File: config.mk
export PLATFORM = sky130hd
export DESIGN_NAME = hazard_stall_ctrl
export DESIGN_NICKNAME = d
export VERILOG_FILES = /design/src/rtl/hazard_stall_ctrl.sv
export SDC_FILE = /design/constraint.sdc
export NUM_CORES = 1
export LEC_CHECK = 0
export BUFFER_PORTS_ARGS = -buffer_cell sky130_fd_sc_hd__buf_2
export CORE_ASPECT_RATIO = 1.25
export CORE_MARGIN = 3
export CORE_UTILIZATION = 25
export CTS_CLUSTER_SIZE = 16
export DETAILED_ROUTE_END_ITERATION = 8
export GPL_ROUTABILITY_DRIVEN = 0
export GPL_TIMING_DRIVEN = 0
export PLACE_DENSITY = 0.53
export SLEW_MARGIN = 15
export SYNTH_ARGS = -nofsm -noshare
export SYNTH_HDL_FRONTEND = slang
export SYNTH_SLANG_ARGS = --single-unit
export TNS_END_PERCENT = 10
File: constraint.sdc
create_clock -name Clk -period 4.95 [get_ports Clk]
set_input_delay 0.2475 -clock Clk [delete_from_list [all_inputs] [get_ports Clk]]
set_output_delay 0.2475 -clock Clk [all_outputs]
set_load 0.01 [all_outputs]
File: src/rtl/hazard_stall_ctrl.sv
// -----------------------------------------------------------------------------
// hazard_stall_ctrl
//
// Pipeline interlock for a 5-stage (IF, DEC, EX, MEM, WB) MIPS core that has
// no forwarding.
//
// The block keeps a private 3-entry shadow of the instructions in EX, MEM and
// WB. It compares that shadow against the register and Hi/Lo reads of the
// instruction in DEC. From the result it decides, every cycle, between three
// actions:
//   - FLUSH: squash the wrong-path fetch on an EX redirect.
//   - STALL: hold PC and IF/DEC, and inject a bubble into DEC/EX.
//   - RUN:   advance normally.
// It also keeps saturating debug counts of STALL and FLUSH cycles.
//
// Ports
//   Clk            clock, all state updates on the rising edge
//   Rst            asynchronous active-low reset
//   dec_rs/rt      source register fields of the DEC instruction
//   dec_use_rs/rt  DEC instruction actually reads rs / rt
//   dec_dest       resolved destination register of the DEC instruction
//   dec_reg_write  DEC instruction may write the GPR file
//   dec_hilo_read  DEC instruction reads Hi or Lo
//   dec_hilo_write DEC instruction writes Hi or Lo
//   ex_redirect    taken branch / jump / jr resolving in EX this cycle
//   pc_write       PC load enable
//   ifdec_write    IF/DEC load enable
//   ifdec_flush    load a NOP into IF/DEC
//   decex_bubble   zero the control fields entering DEC/EX
//   ctrl_state     registered decision of the previous cycle
//   stall_cycles   saturating count of STALL cycles
//   flush_events   saturating count of FLUSH cycles
//
// States (ctrl_state)
//   state | meaning
//   RUN   | 00  pipeline advanced normally
//   STALL | 01  RAW hazard, DEC held and a bubble sent to EX
//   FLUSH | 10  EX redirect, wrong-path IF/DEC contents squashed
// -----------------------------------------------------------------------------
module hazard_stall_ctrl #(
    parameter int CNT_W     = 16,
    parameter bit WB_HAZARD = 1'b1
) (
    input  logic             Clk,
    input  logic             Rst,
    input  logic [4:0]       dec_rs,
    input  logic [4:0]       dec_rt,
    input  logic             dec_use_rs,
    input  logic             dec_use_rt,
    input  logic [4:0]       dec_dest,
    input  logic             dec_reg_write,
    input  logic             dec_hilo_read,
    input  logic             dec_hilo_write,
    input  logic             ex_redirect,
    output logic             pc_write,
    output logic             ifdec_write,
    output logic             ifdec_flush,
    output logic             decex_bubble,
    output logic [1:0]       ctrl_state,
    output logic [CNT_W-1:0] stall_cycles,
    output logic [CNT_W-1:0] flush_events
);

    typedef enum logic [1:0] {
        ST_RUN   = 2'b00,
        ST_STALL = 2'b01,
        ST_FLUSH = 2'b10
    } ctrl_state_e;

    typedef struct packed {
        logic       valid;
        logic [4:0] dest;
        logic       reg_write;
        logic       hilo_write;
    } slot_t;

    localparam slot_t             SLOT_EMPTY = '0;
    localparam logic [CNT_W-1:0] CNT_ONE    = CNT_W'(1);
    localparam logic [CNT_W-1:0] CNT_MAX    = '1;

    // -------------------------------------------------------------------------
    // State
    // -------------------------------------------------------------------------
    logic             dec_valid_q,    dec_valid_d;
    slot_t            ex_slot_q,      ex_slot_d;
    slot_t            mem_slot_q,     mem_slot_d;
    slot_t            wb_slot_q,      wb_slot_d;
    ctrl_state_e      ctrl_state_q,   ctrl_state_d;
    logic [CNT_W-1:0] stall_cycles_q, stall_cycles_d;
    logic [CNT_W-1:0] flush_events_q, flush_events_d;

    // -------------------------------------------------------------------------
    // Hazard detection
    // -------------------------------------------------------------------------
    function automatic logic gpr_hit(input slot_t s,
                                     input logic [4:0] rs, input logic use_rs,
                                     input logic [4:0] rt, input logic use_rt);
        logic rs_match;
        logic rt_match;
        rs_match = use_rs && (rs == s.dest);
        rt_match = use_rt && (rt == s.dest);
        // $0 is hard-wired, so a write to it can never create a dependence.
        return s.valid && s.reg_write && (s.dest != 5'd0) && (rs_match || rt_match);
    endfunction

    function automatic logic hilo_hit(input slot_t s, input logic hilo_read);
        return s.valid && s.hilo_write && hilo_read;
    endfunction

    logic ex_hit;
    logic mem_hit;
    logic wb_hit;
    logic hazard;

    always_comb begin
        ex_hit  = gpr_hit(ex_slot_q, dec_rs, dec_use_rs, dec_rt, dec_use_rt)
                  || hilo_hit(ex_slot_q, dec_hilo_read);
        mem_hit = gpr_hit(mem_slot_q, dec_rs, dec_use_rs, dec_rt, dec_use_rt)
                  || hilo_hit(mem_slot_q, dec_hilo_read);
        // Without write-through in the register file, a read in DEC during the
        // WB write cycle would still see the old value, so WB must interlock too.
        wb_hit  = WB_HAZARD
                  && (gpr_hit(wb_slot_q, dec_rs, dec_use_rs, dec_rt, dec_use_rt)
                      || hilo_hit(wb_slot_q, dec_hilo_read));
        hazard  = dec_valid_q && (ex_hit || mem_hit || wb_hit);
    end

    // -------------------------------------------------------------------------
    // Decision and pipeline controls
    // -------------------------------------------------------------------------
    ctrl_state_e decision;

    always_comb begin
        decision = ST_RUN;
        if (ex_redirect) begin
            // A stalled DEC instruction is on the wrong path, so the redirect wins.
            decision = ST_FLUSH;
        end else if (hazard) begin
            decision = ST_STALL;
        end
    end

    always_comb begin
        pc_write     = 1'b1;
        ifdec_write  = 1'b1;
        ifdec_flush  = 1'b0;
        decex_bubble = 1'b0;
        if (!Rst) begin
            // Keep the core frozen on NOPs for as long as reset is held.
            pc_write     = 1'b0;
            ifdec_write  = 1'b0;
            ifdec_flush  = 1'b1;
            decex_bubble = 1'b1;
        end else begin
            unique case (decision)
                ST_FLUSH: begin
                    pc_write     = 1'b1;
                    ifdec_write  = 1'b1;
                    ifdec_flush  = 1'b1;
                    decex_bubble = 1'b1;
                end
                ST_STALL: begin
                    pc_write     = 1'b0;
                    ifdec_write  = 1'b0;
                    ifdec_flush  = 1'b0;
                    decex_bubble = 1'b1;
                end
                default: begin
                    pc_write     = 1'b1;
                    ifdec_write  = 1'b1;
                    ifdec_flush  = 1'b0;
                    decex_bubble = 1'b0;
                end
            endcase
        end
    end

    // -------------------------------------------------------------------------
    // Next state
    // -------------------------------------------------------------------------
    always_comb begin
        dec_valid_d    = dec_valid_q;
        ex_slot_d      = SLOT_EMPTY;
        // MEM and WB shift unconditionally; only EX entry depends on the decision.
        mem_slot_d     = ex_slot_q;
        wb_slot_d      = mem_slot_q;
        ctrl_state_d   = decision;
        stall_cycles_d = stall_cycles_q;
        flush_events_d = flush_events_q;

        unique case (decision)
            ST_FLUSH: begin
                dec_valid_d = 1'b0;
                ex_slot_d   = SLOT_EMPTY;
                if (flush_events_q != CNT_MAX) begin
                    flush_events_d = flush_events_q + CNT_ONE;
                end
            end
            ST_STALL: begin
                dec_valid_d = dec_valid_q;
                ex_slot_d   = SLOT_EMPTY;
                if (stall_cycles_q != CNT_MAX) begin
                    stall_cycles_d = stall_cycles_q + CNT_ONE;
                end
            end
            default: begin
                dec_valid_d          = 1'b1;
                ex_slot_d.valid      = dec_valid_q;
                ex_slot_d.dest       = dec_dest;
                ex_slot_d.reg_write  = dec_reg_write;
                ex_slot_d.hilo_write = dec_hilo_write;
            end
        endcase
    end

    always_ff @(posedge Clk or negedge Rst) begin
        if (!Rst) begin
            dec_valid_q    <= 1'b0;
            ex_slot_q      <= SLOT_EMPTY;
            mem_slot_q     <= SLOT_EMPTY;
            wb_slot_q      <= SLOT_EMPTY;
            ctrl_state_q   <= ST_RUN;
            stall_cycles_q <= '0;
            flush_events_q <= '0;
        end else begin
            dec_valid_q    <= dec_valid_d;
            ex_slot_q      <= ex_slot_d;
            mem_slot_q     <= mem_slot_d;
            wb_slot_q      <= wb_slot_d;
            ctrl_state_q   <= ctrl_state_d;
            stall_cycles_q <= stall_cycles_d;
            flush_events_q <= flush_events_d;
        end
    end

    assign ctrl_state   = ctrl_state_q;
    assign stall_cycles = stall_cycles_q;
    assign flush_events = flush_events_q;

endmodule

Yosys cells after proc, flatten, opt, wreduce, memory -nomap -nowiden
Cells that the tools add are included.
{ "word_totals": {"regBits": 59, "ramBits": 0, "romBits": 0, "latchBits": 0, "word_cells": 74, "n_memories": 0} }
{ "classes": {"div_mod_pow": 0, "n_eq_ne": 10, "add_sub_neg": 2, "n_mul": 0, "n_lt_le_gt_ge": 0, "n_shift": 0, "reduce_logical": 36, "mux": 10, "bitwise": 0} }
{ "ops": {"columns": ["operator", "count"], "rows": [
  ["adder 16 x 1 -> 16 bit (second input constant)", 2],
  ["inequality test 16 bit (second input constant)", 2],
  ["equality test 5 bit", 6],
  ["logical AND 1 bit", 22],
  ["nonzero test 5 bit", 3],
  ["logical OR 1 bit", 8],
  ["two-way mux 8 bit", 1],
  ["two-way mux 1 bit", 7],
  ["AND reduction 2 bit", 2],
  ["equality test 2 x 1 -> 1 bit (second input constant)", 1],
  ["equality test 2 bit (second input constant)", 1],
  ["two-way mux 2 bit", 1],
  ["case mux 1 bit (2 select lines)", 1],
  ["OR reduction 2 bit", 1]
]} }

Longest topological paths before layout
{ "depth": {"word_depth": 14, "depth_mapped": 8, "ltp_nobuf": 8} }

Least setup slack after synthesis
OpenSTA, ideal clock, no wires.
{ "synth_timing": {"kind": "reg-to-output", "start": "register ex_slot_q[3] (netlist name)", "end": "output port pc_write", "path_stages_with_launch": 8, "n_path_buf": 1, "path_slack_ns": 2.643, "arrival_ns": 2.060, "t_required_ns": 4.703, "path_cell_list": "dfrtp_1 or3_1 o311a_1 a22oi_1 a21o_1 nor2_1 nor2b_1 buf_4"} }
{ "synth_between": {"elab_chain_cells": 13, "elab_cells_between_ends": 17} }
{ "synth_lines": {"columns": ["element", "line_no", "text"], "rows": [
  ["start: declaration", "85", "slot_t ex_slot_q, ex_slot_d;"],
  ["start signal: assignment", "227", "ex_slot_q <= ex_slot_d;"],
  ["equality test 5 bit, on equally long branches", "100, 101", null],
  ["logical AND 1 bit, on equally long branches", "100, 101", null],
  ["logical OR 1 bit", "103", "return s.valid && s.reg_write && (s.dest != 5'd0) && (rs_match || rt_match);"],
  ["logical AND 1 bit (*)", "103", null],
  ["logical OR 1 bit (*)", "117", "|| hilo_hit(ex_slot_q, dec_hilo_read);"],
  ["logical OR 1 bit (*) (2 in series)", "125", "hazard = dec_valid_q && (ex_hit || mem_hit || wb_hit);"],
  ["logical AND 1 bit (*)", "125", null],
  ["two-way mux 1 bit (*)", "138", "end else if (hazard) begin"],
  ["two-way mux 2 bit (*)", "135", "if (ex_redirect) begin"],
  ["net ctrl_state_d[0]", "88", "ctrl_state_e ctrl_state_q, ctrl_state_d;"],
  ["equality test 2 x 1 -> 1 bit (*)", null, null],
  ["two-way mux 1 bit (*) (2 in series)", null, null],
  ["end: declaration", "55", "output logic pc_write,"]
]} }
Mark *: on every way through the listed nets, which the timed path passes. The rest lies on a longest branch.

Worst setup path after layout
{ "layout_timing": {"start": "register ex_slot_q[3] (netlist name)", "end": "output port pc_write"} }
{ "layout_between": {"elab_chain_cells": 13, "elab_cells_between_ends": 17} }
{ "layout_lines": {"columns": ["element", "line_no", "text"], "rows": [
  ["equality test 5 bit, on equally long branches", "100, 101", null],
  ["logical AND 1 bit, on equally long branches", "100, 101", null],
  ["logical OR 1 bit", "103", null],
  ["logical AND 1 bit (*)", "103", null],
  ["logical OR 1 bit (*)", "117", null],
  ["logical OR 1 bit (*) (2 in series)", "125", null],
  ["logical AND 1 bit (*)", "125", null],
  ["two-way mux 1 bit (*)", "138", null],
  ["two-way mux 2 bit (*)", "135", null],
  ["net ctrl_state_d[0]", "88", null],
  ["equality test 2 x 1 -> 1 bit (*)", "155", "unique case (decision)"],
  ["two-way mux 1 bit (*)", "155", null],
  ["two-way mux 1 bit (*)", "148", "if (!Rst) begin"]
]} }
Marked as above.

==> results.yml <==
route:
  viasPerCell: 4.39
  first_pass_iters: 4
  dr.first_iter.drc_count: 61
  ant_nets: 0
  drc: 0
  drt_wl_total_um: 5810
  wl_per_cell_um: 13.4
  vias: 1898
sta:
  finalSetupViolCount: 0
  setup_tns_ps: 0
  slew_headroom_pct: 63.3
  slew_viol_final: 0
  fin_crit_ps: 2830
  setup_ws_ps: 2120
  rsz0062_at_grt: "false"
  worst_slew_pin_slew_ps: 551
  finClkSkew_ps: 4.71
  fmax_mhz: 353
  hold_viol: 0
  fin_crit_sh_pct: 57.3
synth:
  syn-cell-area_um2: 2640
  synth_edf_count: 0
  ys_seq_elements: 59
  synth.distinct_cells: 31
  synth-warning-count: 0
  netlist_instances: 225
  ys.flop_type: "dfrtp_1"
  yosysSeqAreaShare_pct: 55.9
  synth_area_leaders: "dfrtp_1 56%, xnor2_1 18%, nand4_1 4.0%"
  avgSynthCellArea_um2: 11.7
  yosysTopAreaCellShare_pct: 55.9
  syn_nets: 250
  synth_top_area_cell: "dfrtp_1"
  async_flop_share_pct: 100
status:
  status: "completed"
flow_run:
  maxCapViolations: 0
die:
  dieArea_um2: 11800
  die_h_um: 121
  coreArea_um2: 10200
  start_util_pct: 25.9
  row_count: 41
  ios: 61
  dieWidth_um: 97.9
setup_path:
  r2r-start: "wb_slot_q[6]"
  r2r_cells: 8
  crit_path_max_incr_delay_ps: 420
  worst-path-stages: 8
  crit_required_ps: 4700
  crit_chain: "or3_1 -> o311a_1 -> a22oi_1 -> a21o_1 -> nor2_1 -> nor2b_1 -> buf_4 -> buf_2"
  end_kind: "output port"
  cp_data_arrival_time_ps: 2590
  path_delay_family: "compound AO/OA/AOI/OAI gates"
  crit_buf_inv: 2
  critPathSlowestCell: "dfrtp_1"
  timing.reg2reg.setup_slack_ps: 2570
  cp_max_fo: 10
  critPathKind: "flop to output port"
  start_kind: "flop"
  rr_endpoint: "stall_cycles[14]"
cts:
  ctsLongestPathBuffers: 2
  cts_root_buf: "clkbuf_16"
  clkTransAtPathRegs_ps: 50
  cts_sinks: 59
  cts_max_level: 3
  postCtsHoldBufs: 1
  post_cts_buffers: 0
  insertion_delay_ps: 320
  post_cts_resized: 0
  cts_tree: "built"
  cts_buffers: 9
power_and_ir_drop:
  power_density_nw_per_um2: 404
  p_leak_nw: 1.58
  vdd_ir_drop_max_mv: 0.200
finish:
  layout.cells.non_filler: 432
  multi_input_comb_area_um2: 1130
  seq_area_um2: 1480
  fill_cells: 1032
  antenna_cells: 0
  fin_nets: 323
  area_delta_synth_final_pct: 30.2
  layout_common_cells: "59 x dfrtp_1, 59 x buf_2, 53 x xnor2_1"
  drive_gt1_share_pct: 27.4
global_route:
  grt_first_pass_wirelength_um: 9670
  grt.total_usage_pct: 10.4
  grt_pass1_vias: 1912
  grt_max_degree: 57
  grt_antenna_before_repair: 0
  gr-total-overflow: 0
placed_design:
  dp_slack_ps: 2430
  portBuffers: 60
  hpwl_um: 4350
  dp_cells: 415
min_path:
  worstHoldPathCells: 1
  hold-path-endpoint: "ctrl_state[1]"
  min_from: "ex_redirect"
  hold_class: "input port to flop"
-- through the flow --
step	area (um^2)	util, %	hold slack [ps]	power [mW]
detailed placement	3130	30.7	74.1	0.794
CTS	3440	33.7	130	1.41
global placement	3100	30.4	358	0.786
floorplan	2640	-	-48.1	0.701
finish	3440	33.7	133	1.39
global route	3440	33.7	125	1.47
-- logic make-up after synthesis --
logic type	synth area share (%)
XOR/XNOR	19.6
adder cells (fa/ha/maj)	0.947
flip-flops	55.9
AO/OA/AOI/OAI	4.55
multiplexers	0.853
buffers and inverters	1.28
AND/OR/NAND/NOR	16.9
-- report_power, final --
group | switching, mW | internal [mW] | total [mW] | leakage (nW)
clock | 0.217 | 0.389 | 0.606 | 0.135
sequential | 0.0566 | 0.533 | 0.590 | 0.779
combinational | 0.0951 | 0.0966 | 0.192 | 0.668
total | 0.369 | 1.02 | 1.39 | 1.58
-- state kept, by name, indices dropped and copies added (netlist names) --
| name | flops |
|---|---|
| mem_slot_q | 8 |
| dec_valid_q | 1 |
| ctrl_state | 2 |
| wb_slot_q | 8 |
| flush_events | 16 |
| ex_slot_q | 8 |
| stall_cycles | 16 |
-- how the worst max path moves through the flow --
stage	startpoint	to	slack, ps
2_1_floorplan	ex_slot_q[3]	pc_write	2640
3_3_place_gp	ex_slot_q[3]	pc_write	2440
3_5_place_dp	ex_slot_q[3]	pc_write	2430
4_1_cts	ex_slot_q[3]	pc_write	2060
5_1_grt	ex_slot_q[3]	pc_write	1900
6_report	ex_slot_q[3]	pc_write	2120
-- synthesized netlist by cell type (3+ instances only) --
cell type,instances
nor3_1,3
nand2_1,22
inv_1,3
xor2_1,6
nor2b_1,3
nand3_1,11
o22ai_1,3
nand4_1,17
xnor2_1,53
nor2_1,9
and3_1,13
dfrtp_1,59
-- layer usage --
| layer | vias up | track usage (%) | part of all wire [%] |
|---|---|---|---|
| met5 | - | 0 | 0 |
| met4 | 0 | 4.16 | 0.93 |
| met3 | 6 | 4.03 | 5.3 |
| met2 | 38 | 16.6 | 50 |
| met1 | 926 | 12.6 | 44 |
| li1 | 928 | - | - |
-- final cells by class --
type	count	share of cell area (%)
sequential	59	42.9
multi-input combinational	160	32.9
timing repair buffer	62	9.90
clock buffer	10	6.66
tap	129	4.69
clock inverter	6	1.93
buffer	3	0.655
inverter	3	0.328
Power figures use the tool's default switching activity.
